$ cat config.mk
export PLATFORM = sky130hd
export DESIGN_NAME = ponto_fixo_8_bcd
export DESIGN_NICKNAME = d
export VERILOG_FILES = /design/src/rtl/ponto_fixo_pkg.sv /design/src/rtl/ponto_fixo_bcd_step.sv /design/src/rtl/ponto_fixo_8_bcd.sv
export SDC_FILE = /design/constraint.sdc
export NUM_CORES = 1
export LEC_CHECK = 0
export BUFFER_PORTS_ARGS = -buffer_cell sky130_fd_sc_hd__buf_2
export CORE_UTILIZATION = 59
export CTS_CLUSTER_SIZE = 20
export DETAILED_ROUTE_END_ITERATION = 12
export PLACE_DENSITY = 0.93
export RECOVER_POWER = 100
export SETUP_SLACK_MARGIN = 0.3
export SLEW_MARGIN = 20
export SYNTH_ARGS = -nofsm -noshare
export SYNTH_HDL_FRONTEND = slang
export SYNTH_SLANG_ARGS = --single-unit
$ cat constraint.sdc
create_clock -name clk -period 5.3 [get_ports clk]
set_input_delay 0.53 -clock clk [delete_from_list [all_inputs] [get_ports clk]]
set_output_delay 0.53 -clock clk [all_outputs]
set_load 0.05 [all_outputs]
$ cat src/rtl/ponto_fixo_pkg.sv
// ponto_fixo_pkg
//   Shared constants and types for the Q4.4 -> BCD display decoder.
//   Q_INT / Q_FRAC    : integer / fraction widths of the fixed-point word.
//   N_STEPS           : number of combined integer/fraction iterations.
//   N_FRAC_DIGITS     : number of exact decimal fraction digits produced.
//   state_t           : decoder FSM states.
//   bcd_digit_t/q44_t : one BCD digit, one Q4.4 word.
package ponto_fixo_pkg;

  localparam int unsigned Q_INT         = 4;
  localparam int unsigned Q_FRAC        = 4;
  localparam int unsigned N_STEPS       = 4;
  localparam int unsigned N_FRAC_DIGITS = 4;
  localparam int unsigned CNT_W         = $clog2(N_STEPS);

  typedef enum logic [1:0] {
    IDLE = 2'd0,
    CONV = 2'd1,
    DONE = 2'd2
  } state_t;

  typedef logic [3:0]              bcd_digit_t;
  typedef logic [Q_INT+Q_FRAC-1:0] q44_t;

endpackage

$ cat src/rtl/ponto_fixo_bcd_step.sv
// ponto_fixo_bcd_step
//   One combinational iteration of the Q4.4 -> BCD conversion.
//   acc_i     : 2-digit BCD accumulator of the integer part (double-dabble).
//   int_msb_i : next integer bit to shift in, MSB first.
//   frac_i    : fraction residue (k/16 numerator).
//   acc_o     : accumulator after add-3 correction and shift.
//   frac_o    : residue after multiplying by ten.
//   digit_o   : decimal fraction digit produced by this iteration.
module ponto_fixo_bcd_step
  import ponto_fixo_pkg::*;
(
  input  logic [7:0]  acc_i,
  input  logic        int_msb_i,
  input  logic [3:0]  frac_i,
  output logic [7:0]  acc_o,
  output logic [3:0]  frac_o,
  output bcd_digit_t  digit_o
);

  bcd_digit_t adj_hi;
  bcd_digit_t adj_lo;
  logic [7:0] prod;

  always_comb begin
    adj_hi = acc_i[7:4];
    adj_lo = acc_i[3:0];
    if (acc_i[7:4] >= 4'd5) adj_hi = acc_i[7:4] + 4'd3;
    if (acc_i[3:0] >= 4'd5) adj_lo = acc_i[3:0] + 4'd3;
    // The top corrected bit shifts out; it is always zero for a 4-bit integer.
    acc_o = 8'({adj_hi, adj_lo, int_msb_i});
  end

  // f*10 < 160, so the upper nibble is the next decimal digit and the
  // lower nibble is the exact remaining sixteenths.
  always_comb begin
    prod    = {4'b0000, frac_i} * 8'd10;
    digit_o = prod[7:4];
    frac_o  = prod[3:0];
  end

endmodule

$ cat src/rtl/ponto_fixo_8_bcd.sv
// ponto_fixo_8_bcd
//   Sequential Q4.4 -> decimal decoder with start/busy/done handshake.
//   clk, rst_n : clock (rising edge), asynchronous active-low reset.
//   start      : conversion request, sampled only in IDLE.
//   value      : Q4.4 operand ([7:4] integer, [3:0] fraction).
//   ovf_in     : producer overflow flag, captured with value.
//   int_bcd    : integer part, tens in [7:4], ones in [3:0].
//   frac_bcd   : four fraction digits, 10^-1 in [15:12].
//   ovf_out    : ovf_in captured at the accepted start.
//   busy       : high in CONV and DONE.
//   done       : one-cycle pulse when outputs are updated.
module ponto_fixo_8_bcd
  import ponto_fixo_pkg::*;
(
  input  logic        clk,
  input  logic        rst_n,
  input  logic        start,
  input  logic [7:0]  value,
  input  logic        ovf_in,
  output logic [7:0]  int_bcd,
  output logic [15:0] frac_bcd,
  output logic        ovf_out,
  output logic        busy,
  output logic        done
);

  state_t             state_q, state_d;
  logic [CNT_W-1:0]   cnt_q, cnt_d;
  logic [Q_INT-1:0]   int_q, int_d;
  logic [Q_FRAC-1:0]  frac_q, frac_d;
  logic               ovf_q, ovf_d;
  logic [7:0]         acc_q, acc_d;
  // Holds the first three fraction digits; the fourth comes straight from
  // the step logic on the final iteration.
  logic [11:0]        fdig_q, fdig_d;
  logic [7:0]         int_bcd_q, int_bcd_d;
  logic [15:0]        frac_bcd_q, frac_bcd_d;
  logic               ovf_out_q, ovf_out_d;

  logic [7:0]         step_acc;
  logic [3:0]         step_frac;
  bcd_digit_t         step_digit;
  q44_t               value_w;

  assign value_w = value;

  ponto_fixo_bcd_step u_step (
    .acc_i     (acc_q),
    .int_msb_i (int_q[Q_INT-1]),
    .frac_i    (frac_q),
    .acc_o     (step_acc),
    .frac_o    (step_frac),
    .digit_o   (step_digit)
  );

  always_comb begin
    state_d    = state_q;
    cnt_d      = cnt_q;
    int_d      = int_q;
    frac_d     = frac_q;
    ovf_d      = ovf_q;
    acc_d      = acc_q;
    fdig_d     = fdig_q;
    int_bcd_d  = int_bcd_q;
    frac_bcd_d = frac_bcd_q;
    ovf_out_d  = ovf_out_q;

    unique case (state_q)
      IDLE: begin
        if (start) begin
          state_d = CONV;
          int_d   = value_w[Q_INT+Q_FRAC-1:Q_FRAC];
          frac_d  = value_w[Q_FRAC-1:0];
          ovf_d   = ovf_in;
          cnt_d   = '0;
          acc_d   = '0;
          fdig_d  = '0;
        end
      end
      CONV: begin
        acc_d  = step_acc;
        int_d  = {int_q[Q_INT-2:0], 1'b0};
        frac_d = step_frac;
        fdig_d = {fdig_q[7:0], step_digit};
        cnt_d  = cnt_q + 1'b1;
        if (cnt_q == CNT_W'(N_STEPS - 1)) begin
          state_d    = DONE;
          int_bcd_d  = step_acc;
          frac_bcd_d = {fdig_q, step_digit};
          ovf_out_d  = ovf_q;
        end
      end
      DONE:    state_d = IDLE;
      default: state_d = IDLE;
    endcase
  end

  always_ff @(posedge clk or negedge rst_n) begin
    if (!rst_n) begin
      state_q    <= IDLE;
      cnt_q      <= '0;
      int_q      <= '0;
      frac_q     <= '0;
      ovf_q      <= 1'b0;
      acc_q      <= '0;
      fdig_q     <= '0;
      int_bcd_q  <= '0;
      frac_bcd_q <= '0;
      ovf_out_q  <= 1'b0;
    end else begin
      state_q    <= state_d;
      cnt_q      <= cnt_d;
      int_q      <= int_d;
      frac_q     <= frac_d;
      ovf_q      <= ovf_d;
      acc_q      <= acc_d;
      fdig_q     <= fdig_d;
      int_bcd_q  <= int_bcd_d;
      frac_bcd_q <= frac_bcd_d;
      ovf_out_q  <= ovf_out_d;
    end
  end

  assign int_bcd  = int_bcd_q;
  assign frac_bcd = frac_bcd_q;
  assign ovf_out  = ovf_out_q;
  assign busy     = (state_q != IDLE);
  assign done     = (state_q == DONE);

endmodule

==> flow_summary.json, run 1 <==
{
  "clkTransAtPathRegs_ps": 70,
  "cts_tree": "done",
  "synth_top_area_frac": 0.567,
  "cp_max_fo": 58,
  "yosysUniqueCellTypes": 27,
  "fin_crit_sh": 0.554,
  "p_leak_uw": 0.00136,
  "slowest_stage": "clkbuf_1",
  "avgSynthCellArea_um2": 12.0,
  "htreeDepth": 3,
  "grt_pass1_vias": 1672,
  "r2r_cells": 3,
  "num_vias": 1767,
  "cts_hold_buf": 0,
  "yosysWarnings": 0,
  "syn_nets": 236,
  "drv_slew": 59,
  "hold_path_depth": 2,
  "start_util": 0.627,
  "fin_cells": 310,
  "critPathCaptureType": "async pin",
  "synth.ff_latch_count": 58,
  "cp_cell_sequence": "buf_2 > clkbuf_1",
  "worstHoldStart": "ovf_in",
  "drt-total-wl_um": 4680,
  "dp.cells": 294,
  "comb_power_share": 0.400,
  "synth_area_leaders": "dfrtp_1 57%, mux2_4 6.4%, o21ai_0 5.5%",
  "synth_fa_ha_area_frac": 0.0518,
  "io_pins": 39,
  "tightest_slew_ps": 2970,
  "synth-edff-count": 0,
  "cts_setup_buffers": 0,
  "drtIter0Drc": 92,
  "synth_area_um2": 2560,
  "slowest_delay_ps": 2100,
  "synth_most_common_cell": "dfrtp_1",
  "syn2layout_area_growth_pct": 12.4,
  "synth_mux_area_frac": 0.0997,
  "hold_viol": 0,
  "synth_top_area_cell": "dfrtp_1",
  "numCtsBuffers": 9,
  "ys_seq_area_frac": 0.567,
  "die_h_um": 67.9,
  "cts_sinks": 58,
  "async_flop_share": 1.00,
  "grt_max_degree": 59,
  "seq_power_share": 0.386,
  "relSlewSlack": -0.978,
  "max_freq_mhz": 341,
  "switchingPower_uw": 839,
  "min_path_type": "primary input to flip-flop",
  "port_buffers": 38,
  "violations": "capacitance limit, slew limit",
  "die_area_um2": 4610,
  "track_usage": 0.236,
  "place.gp.congestion": 0.790,
  "ctsResizeCount": 0,
  "critPathKind": "primary input to async pin",
  "reg2reg_to": "frac_bcd[8]",
  "synth_ff_type": "dfrtp_1",
  "fin_skew_ps": 7.48,
  "root_buffer": "clkbuf_8",
  "setup_tns_ps": 0,
  "outcome": "complete, but fails checks",
  "crit_cells": 2,
  "coreArea_um2": 4090,
  "setup_viol": 0,
  "worstPathRequired_ps": 5090,
  "grt_pass1_wl_um": 7710,
  "clk_latency_ps": 340,
  "rsz0062_at_grt": "no",
  "synthXorXnorAreaFrac": 0.0103,
  "synth_cells": 214,
  "power_switching_share": 0.436,
  "holdWs_ps": 433,
  "clock_power_share": 0.214,
  "worst_r2r_startpoint": "state_q[1]",
  "n_antenna_cell": 0,
  "start_kind": "primary input",
  "first_pass_iters": 4,
  "wl_per_cell_um": 15.1,
  "nets": 277,
  "antenna_found_initial": 0,
  "grt-ovfl-total": 0,
  "place_hpwl_um": 3230,
  "cp.arrival_ps": 2720,
  "die_w_um": 67.9,
  "hold_path_end": "ovf_q",
  "viasPerCell": 5.70,
  "cts.path.max_buffers": 2,
  "path_buf_inv": 2,
  "drive_above_1_share": 0.138,
  "detail-route-antenna-nets": 0,
  "drc": 0,
  "r2r_slack_ps": 2500,
  "crit_family": "buffers and inverters",
  "fin_crit_ps": 2930,
  "synth_compound_area_frac": 0.143,
  "yosys-top-cells-count": "58 x dfrtp_1, 28 x o21ai_0, 24 x nand2_1",
  "vdd_drop_max_uv": 394,
  "power_density_nw_per_um2": 669,
  "row_count": 23,
  "synthSimpleGateAreaFrac": 0.0953,
  "cap_violations": 1,
  "intPower_uw": 1090,
  "synth_top_family_by_area": "compound AO/OA/AOI/OAI gates",
  "fill_cells": 319
}
-- final cells by class --
cell class	instances	area [µm²]	share of cell area
multi-input cells	140	975	0.339
clock buffers	11	151	0.0526
flip-flops and latches	58	1450	0.504
clock inverters	5	52.6	0.0183
well taps	50	62.6	0.0217
repair buffers	40	164	0.0569
inverters	6	22.5	0.00782
-- cells in the final DEF, fill, tap and decap left out, types with 2 or more instances in the layout --
cell type,n
a22oi_1,6
inv_1,6
buf_2,11
clkinv_2,3
xnor2_1,3
nor3b_1,3
a22o_1,12
a21oi_1,12
clkbuf_8,11
nand3_1,2
clkbuf_1,29
o21ai_0,28
dfrtp_1,58
mux2_1,11
nand2b_1,2
nand2_1,25
nor2b_1,10
nor3_1,2
ha_1,9
mux2_2,8
-- worst max-delay path by stage --
stage	from	end	slack, ps
3_5_place_dp	state_q[1]	frac_bcd[8]	3120
6_report	rst_n	int_q[3]	2370
2_1_floorplan	state_q[1]	done	3390
4_1_cts	state_q[1]	frac_bcd[10]	3120
3_3_place_gp	state_q[1]	frac_bcd[8]	3220
5_1_grt	rst_n	state_q[0]	1710
-- per-stage QoR --
step / setup slack [ps] / utilization / cell area (µm²) / power [µW]
finish: 2370 / 0.705 / 2880 / 1930
global route: 1710 / 0.705 / 2880 / 2050
CTS: 3120 / 0.727 / 2970 / 2000
detailed placement: 3120 / 0.677 / 2770 / 1590
global placement: 3220 / 0.677 / 2770 / 1540
floorplan: 3390 / - / 2560 / 1400
-- cells by family (layout without fill, tap and decap cells) --
logic type               Yosys count  in the layout
XOR/XNOR                           3              3
flip-flops                        58             58
AO/OA/AOI/OAI                     60             60
adder cells (fa/ha/maj)           10             10
buffers and inverters             16             62
multiplexers                      19             19
AND/OR/NAND/NOR                   48             48
-- flip-flops by register name (all words and copies together) (netlist names) --
signal	count
state_q	2
cnt_q	2
frac_bcd	16
ovf_q	1
acc_q	8
fdig_q	12
int_q	4
ovf_out	1
int_bcd	8
frac_q	4
-- worst register-to-register path: stages (launching register included) --
cell and delay (ps):
dfrtp_1 520, and2b_1 680, nand2_1 870, mux2_1 620
-- per-layer routing --
layer,global-route usage,part of all wire,vias to the layer above
met3,0.0633,0.046,8
met5,0,0,-
met1,0.289,0.45,884
met2,0.379,0.49,43
met4,0.130,0.019,0
li1,-,-,832
-- power groups by stage --
stage	clock (µW)	combinational [µW]	sequential (µW)
after global routing	438	847	768
final	411	771	743
after global placement	0	806	735
after detailed placement	0	839	751
after floorplan	0	455	948
after CTS	417	839	744
Power figures use the tool's default switching activity.
==> inputs of run 2 (changes only) <==
- ABC_AREA: default -> 1
- CORE_UTILIZATION: 59 -> 56
- PLACE_DENSITY: 0.93 -> 0.9
- clock period: 5.3 -> 2.82 ns (I/O delays scaled with it)
==> run 2 against run 1 <==
Net effect: the run now ends clean; register-to-register slack got worse by 1600 ps; sequential power rose by 84%; sequential share of layout area fell by 0.13 points; die area rose by 6.8%; synthesized cell count rose by 28%; sequential cell count did not move; non-clock buffer count did not move; largest power group unchanged; highest routed layer unchanged.
==> flow_summary.json, run 2 <==
{
  "ys_seq_area_frac": 0.558,
  "synth_top_area_frac": 0.558,
  "slowest_delay_ps": 450,
  "synth_top_area_cell": "dfrtp_1",
  "start_util": 0.589,
  "cts_setup_buffers": 0,
  "setup_tns_ps": 0,
  "dp.cells": 355,
  "fin_crit_sh": 0.696,
  "setup_ws_ps": 857,
  "n_antenna_cell": 0,
  "synth_cells": 274,
  "nets": 337,
  "relSlewSlack": 0.472,
  "cts_hold_buf": 1,
  "synth-edff-count": 0,
  "rsz0062_at_grt": "no",
  "drc": 0,
  "multiInputGateArea_um2": 876,
  "vdd_drop_max_uv": 975,
  "grt_max_degree": 46,
  "hold_path_end": "frac_q[0]",
  "tightest_slew_ps": 791,
  "yosysUniqueCellTypes": 22,
  "crit_cells": 7,
  "first_pass_iters": 5,
  "drtIter0Drc": 144,
  "r2r_cells": 7,
  "hold_path_depth": 3,
  "antenna_found_initial": 0,
  "power_density_nw_per_um2": 1340,
  "largest_reg_flops": 16,
  "worstPathRequired_ps": 3080,
  "mostFrequentLayoutCells": "88 x nand2_1, 58 x dfrtp_1, 32 x inv_1",
  "cts_sinks": 58,
  "synth.ff_latch_count": 58,
  "slowest_stage": "nand2_2",
  "p_leak_uw": 0.00147,
  "reg2reg_to": "int_bcd[5]",
  "synth_area_leaders": "dfrtp_1 56%, nand2_1 13%, o21ai_2 6.1%",
  "ff_latch_area_um2": 1450,
  "die_area_um2": 4920,
  "cts.path.max_buffers": 2,
  "numCtsBuffers": 9,
  "grt_pass1_wl_um": 8740,
  "viasPerCell": 5.30,
  "ctsResizeCount": 0,
  "grt-ovfl-total": 0,
  "fin_skew_ps": 9.93,
  "yosysWarnings": 0,
  "final_common_cell": "nand2_1",
  "row_count": 24,
  "async_flop_share": 1.00,
  "drt-total-wl_um": 5060,
  "wl_per_cell_um": 13.7,
  "outcome": "complete, no violations",
  "critPathKind": "flip-flop to flip-flop",
  "syn_nets": 296,
  "syn2layout_area_growth_pct": 11.0,
  "synth_ff_type": "dfrtp_1",
  "place.gp.congestion": 0.894,
  "fin_cells": 370,
  "fill_cells": 386,
  "die_h_um": 70.2,
  "cap_violations": 0,
  "cp_cell_sequence": "inv_1 > nand2_4 > inv_4 > nand2_2 > inv_2 > nand3_1 > nand2_1",
  "htreeDepth": 3,
  "cp_max_fo": 45,
  "pre_cts_slack_ps": 1050,
  "critPathCaptureType": "flip-flop",
  "max_freq_mhz": 509,
  "synth_most_common_cell": "nand2_1",
  "die_w_um": 70.2,
  "clkTransAtPathRegs_ps": 60,
  "avgSynthCellArea_um2": 9.49,
  "cp.arrival_ps": 2230,
  "grt_pass1_vias": 1963,
  "port_buffers": 38,
  "fin_crit_ps": 1960,
  "worstHoldStart": "value[0]",
  "start_kind": "flip-flop",
  "num_vias": 1960,
  "worst_r2r_startpoint": "state_q[1]",
  "hold_viol": 0,
  "detail-route-antenna-nets": 0,
  "coreArea_um2": 4410,
  "track_usage": 0.236,
  "drv_slew": 0,
  "r2r_slack_ps": 860,
  "place_hpwl_um": 3350,
  "cts_tree": "done",
  "min_path_type": "primary input to flip-flop",
  "yosys-top-cells-count": "88 x nand2_1, 58 x dfrtp_1, 30 x inv_1",
  "setup_viol": 0,
  "root_buffer": "clkbuf_8",
  "drive_above_1_share": 0.101,
  "path_buf_inv": 3,
  "io_pins": 39,
  "clk_latency_ps": 330,
  "crit_family": "simple AND/OR/NAND/NOR gates",
  "synth_area_um2": 2600
}
run 2: cell types whose count changed after synthesis, moves of 14 or more:
cell     before  now
nand2_1      24   88
o22ai_1       0   14
nand3_1       2   17
o21ai_0      28    9
inv_1         6   30
o21ai_2       0   18
run 2: cells by family (layout without fill, tap and decap cells):
kind of cell / Yosys count / after routing / share of synthesized area
AND/OR/NAND/NOR: 112 / 112 / 0.177
flip-flops: 58 / 58 / 0.558
AO/OA/AOI/OAI: 49 / 49 / 0.128
buffers and inverters: 44 / 88 / 0.0818
adder cells (fa/ha/maj): 10 / 10 / 0.0510
XOR/XNOR: 1 / 1 / 0.00337
run 2: cell type report:
class | instances | share of cell area
flip-flops and latches | 58 | 0.503
well taps | 52 | 0.0225
repair buffers | 40 | 0.0598
clock buffers | 11 | 0.0524
multi-input cells | 172 | 0.303
clock inverters | 3 | 0.0139
inverters | 34 | 0.0451
run 2: how the worst max path moves through the flow:
stage                       endpoint       start  slack (ps)
after CTS                  fdig_q[2]   frac_q[1]        1030
after global placement     fdig_q[2]   frac_q[3]        1110
final                     int_bcd[5]  state_q[1]         860
after global routing      int_bcd[2]  state_q[1]         680
after floorplan            fdig_q[2]   frac_q[3]        1160
after detailed placement   fdig_q[2]   frac_q[3]        1050
run 2: power by group:
part           switching [µW]  leakage (µW)  internal, µW
Clock                     302      0.000101           443
Sequential                201      0.000754          1170
Combinational            1330      0.000613           435
run 2: routing by layer:
| layer | global-route usage | wire length (µm) |
|---|---|---|
| met1 | 0.280 | 2230 |
| met2 | 0.376 | 2460 |
| met3 | 0.0952 | 252 |
| met4 | 0.107 | 115 |
| met5 | 0 | 0 |
run 2: worst min-delay path, stage by stage:
cell     delay, ps
buf_2           80
nand3_1         60
o21ai_0         70
run 2: through the flow:
stage	instance area [µm²]	hold WS, ps	utilization	power, µW
after floorplan	2600	-13.6	-	2890
after global placement	2780	190	0.630	3180
after detailed placement	2780	192	0.630	3270
after CTS	2980	180	0.676	4030
after global routing	2890	190	0.654	4170
final	2890	196	0.654	3880
==> inputs of run 3 (changes only) <==
- clock period: 2.82 -> 2 ns (I/O delays scaled with it)
==> run 3 against run 2 <==
Net effect: setup slack lost 610 ps; clock skew shrank 1.3 ps; non-clock buffer count grew 4; clock power grew 60%; combinational power grew 48%; die area is the same; largest power group unchanged.
==> flow_summary.json, run 3 (synthesis results as in run 2) <==
{
  "row_count": 24,
  "start_kind": "flip-flop",
  "cap_violations": 0,
  "setup_tns_ps": 0,
  "mostFrequentLayoutCells": "88 x nand2_1, 58 x dfrtp_1, 32 x inv_1",
  "clk_latency_ps": 340,
  "r2r_slack_ps": 250,
  "final_common_cell": "nand2_1",
  "intPower_uw": 3070,
  "setup_viol": 0,
  "die_w_um": 70.2,
  "place.gp.congestion": 0.886,
  "start_util": 0.589,
  "fin_util": 0.678,
  "wl_met2_um": 2680,
  "wl_met3_um": 228,
  "root_buffer": "clkbuf_8",
  "antenna_found_initial": 0,
  "fin_skew_ps": 8.68,
  "largest_reg_flops": 16,
  "port_buffers": 38,
  "clock_power_share": 0.207,
  "fin_crit_ps": 1750,
  "coreArea_um2": 4410,
  "drt-total-wl_um": 5290,
  "drtIter0Drc": 108,
  "cts.path.max_buffers": 2,
  "tightest_slew_ps": 818,
  "track_usage": 0.247,
  "drv_slew": 0,
  "critPathCaptureType": "flip-flop",
  "outcome": "complete, no violations",
  "cts_sinks": 58,
  "power_density_nw_per_um2": 1910,
  "first_pass_iters": 4,
  "worst_r2r_startpoint": "frac_q[2]",
  "n_antenna_cell": 0,
  "multiInputGateArea_um2": 901,
  "cp_max_fo": 4,
  "detail-route-antenna-nets": 0,
  "worstPathRequired_ps": 2180,
  "drc": 0,
  "numCtsBuffers": 9,
  "htreeDepth": 3,
  "num_vias": 1995,
  "viasPerCell": 5.31,
  "ff_latch_area_um2": 1450,
  "wl_per_cell_um": 14.1,
  "top_layer_used": "met4",
  "worstHoldStart": "value[0]",
  "hold_path_end": "frac_q[0]",
  "cp.arrival_ps": 1930,
  "wl_met1_um": 2290,
  "p_leak_uw": 0.00152,
  "switchingPower_uw": 2650,
  "vdd_drop_max_uv": 1350,
  "grt_pass1_wl_um": 9250,
  "power_switching_share": 0.463,
  "fill_cells": 379,
  "grt_pass1_vias": 2092,
  "die_area_um2": 4920,
  "min_path_type": "primary input to flip-flop",
  "grt-ovfl-total": 0,
  "reg2reg_to": "fdig_q[2]",
  "syn2layout_area_growth_pct": 15.0,
  "grt_max_degree": 35,
  "seq_power_share": 0.337,
  "hold_path_depth": 3,
  "nets": 341,
  "place_hpwl_um": 3400,
  "max_freq_mhz": 571,
  "r2r_cells": 5,
  "io_pins": 39,
  "die_h_um": 70.2,
  "hold_viol": 0,
  "rsz0062_at_grt": "no",
  "relSlewSlack": 0.454,
  "clkTransAtPathRegs_ps": 70,
  "drive_above_1_share": 0.120,
  "fin_crit_sh": 0.875,
  "comb_power_share": 0.456,
  "critPathKind": "flip-flop to flip-flop",
  "cts_tree": "done"
}
## run 3: power by group through the flow
stage,sequential (µW),combinational [µW],clock (µW)
final,1930,2610,1190
after global routing,1980,2900,1260
after CTS,1920,2790,1210
after detailed placement,1940,2700,0
after global placement,1910,2610,0
after floorplan,2570,1500,0
## run 3: repair_timing
item | CTS | global route
gates resized for setup | 3 | 3
pin swaps | 1 | 5
endpoints found under the setup margin | 3 | 3
hold buffers | 1 | 0
endpoints found under the hold margin | 24 | 0
setup buffers | 2 | 0
## run 3: stage by stage
| stage | total power [µW] | worst slack [ps] | hold slack (ps) | instance area [µm²] | cells |
|---|---|---|---|---|---|
| floorplan | 4070 | 341 | -95.6 | 2600 | 274 |
| global placement | 4520 | 286 | 223 | 2820 | 357 |
| detailed placement | 4640 | 193 | 233 | 2820 | 357 |
| CTS | 5920 | 301 | 94.9 | 3080 | 376 |
| global route | 6140 | 159 | 114 | 2990 | 376 |
| finish | 5730 | 249 | 103 | 2990 | 376 |
## run 3: worst max-delay path by stage
| stage | from | end | cells after the start |
|---|---|---|---|
| floorplan | frac_q[3] | fdig_q[2] | 5 |
| global placement | frac_q[3] | fdig_q[2] | 5 |
| detailed placement | frac_q[3] | fdig_q[2] | 5 |
| CTS | frac_q[3] | fdig_q[1] | 5 |
| global route | frac_q[2] | fdig_q[2] | 5 |
| finish | frac_q[2] | fdig_q[2] | 5 |
## run 3: worst max-delay path: stages (launching register included)
cell     delay [ps]
dfrtp_1         430
ha_1            210
ha_1            230
fa_1            440
xnor2_2         180
o22ai_1         100
## run 3: layer usage
metal | GRT usage | vias to the layer above
met5 | 0 | -
met1 | 0.286 | 964
met3 | 0.0808 | 9
li1 | - | 971
met4 | 0.0956 | 0
met2 | 0.425 | 51
## run 3: area by class of cell
type / instances / share of cell area
clock buffers: 11 / 0.0473
clock inverters: 5 / 0.0259
inverters: 34 / 0.0435
multi-input cells: 172 / 0.301
flip-flops and latches: 58 / 0.485
well taps: 52 / 0.0217
repair buffers: 44 / 0.0753
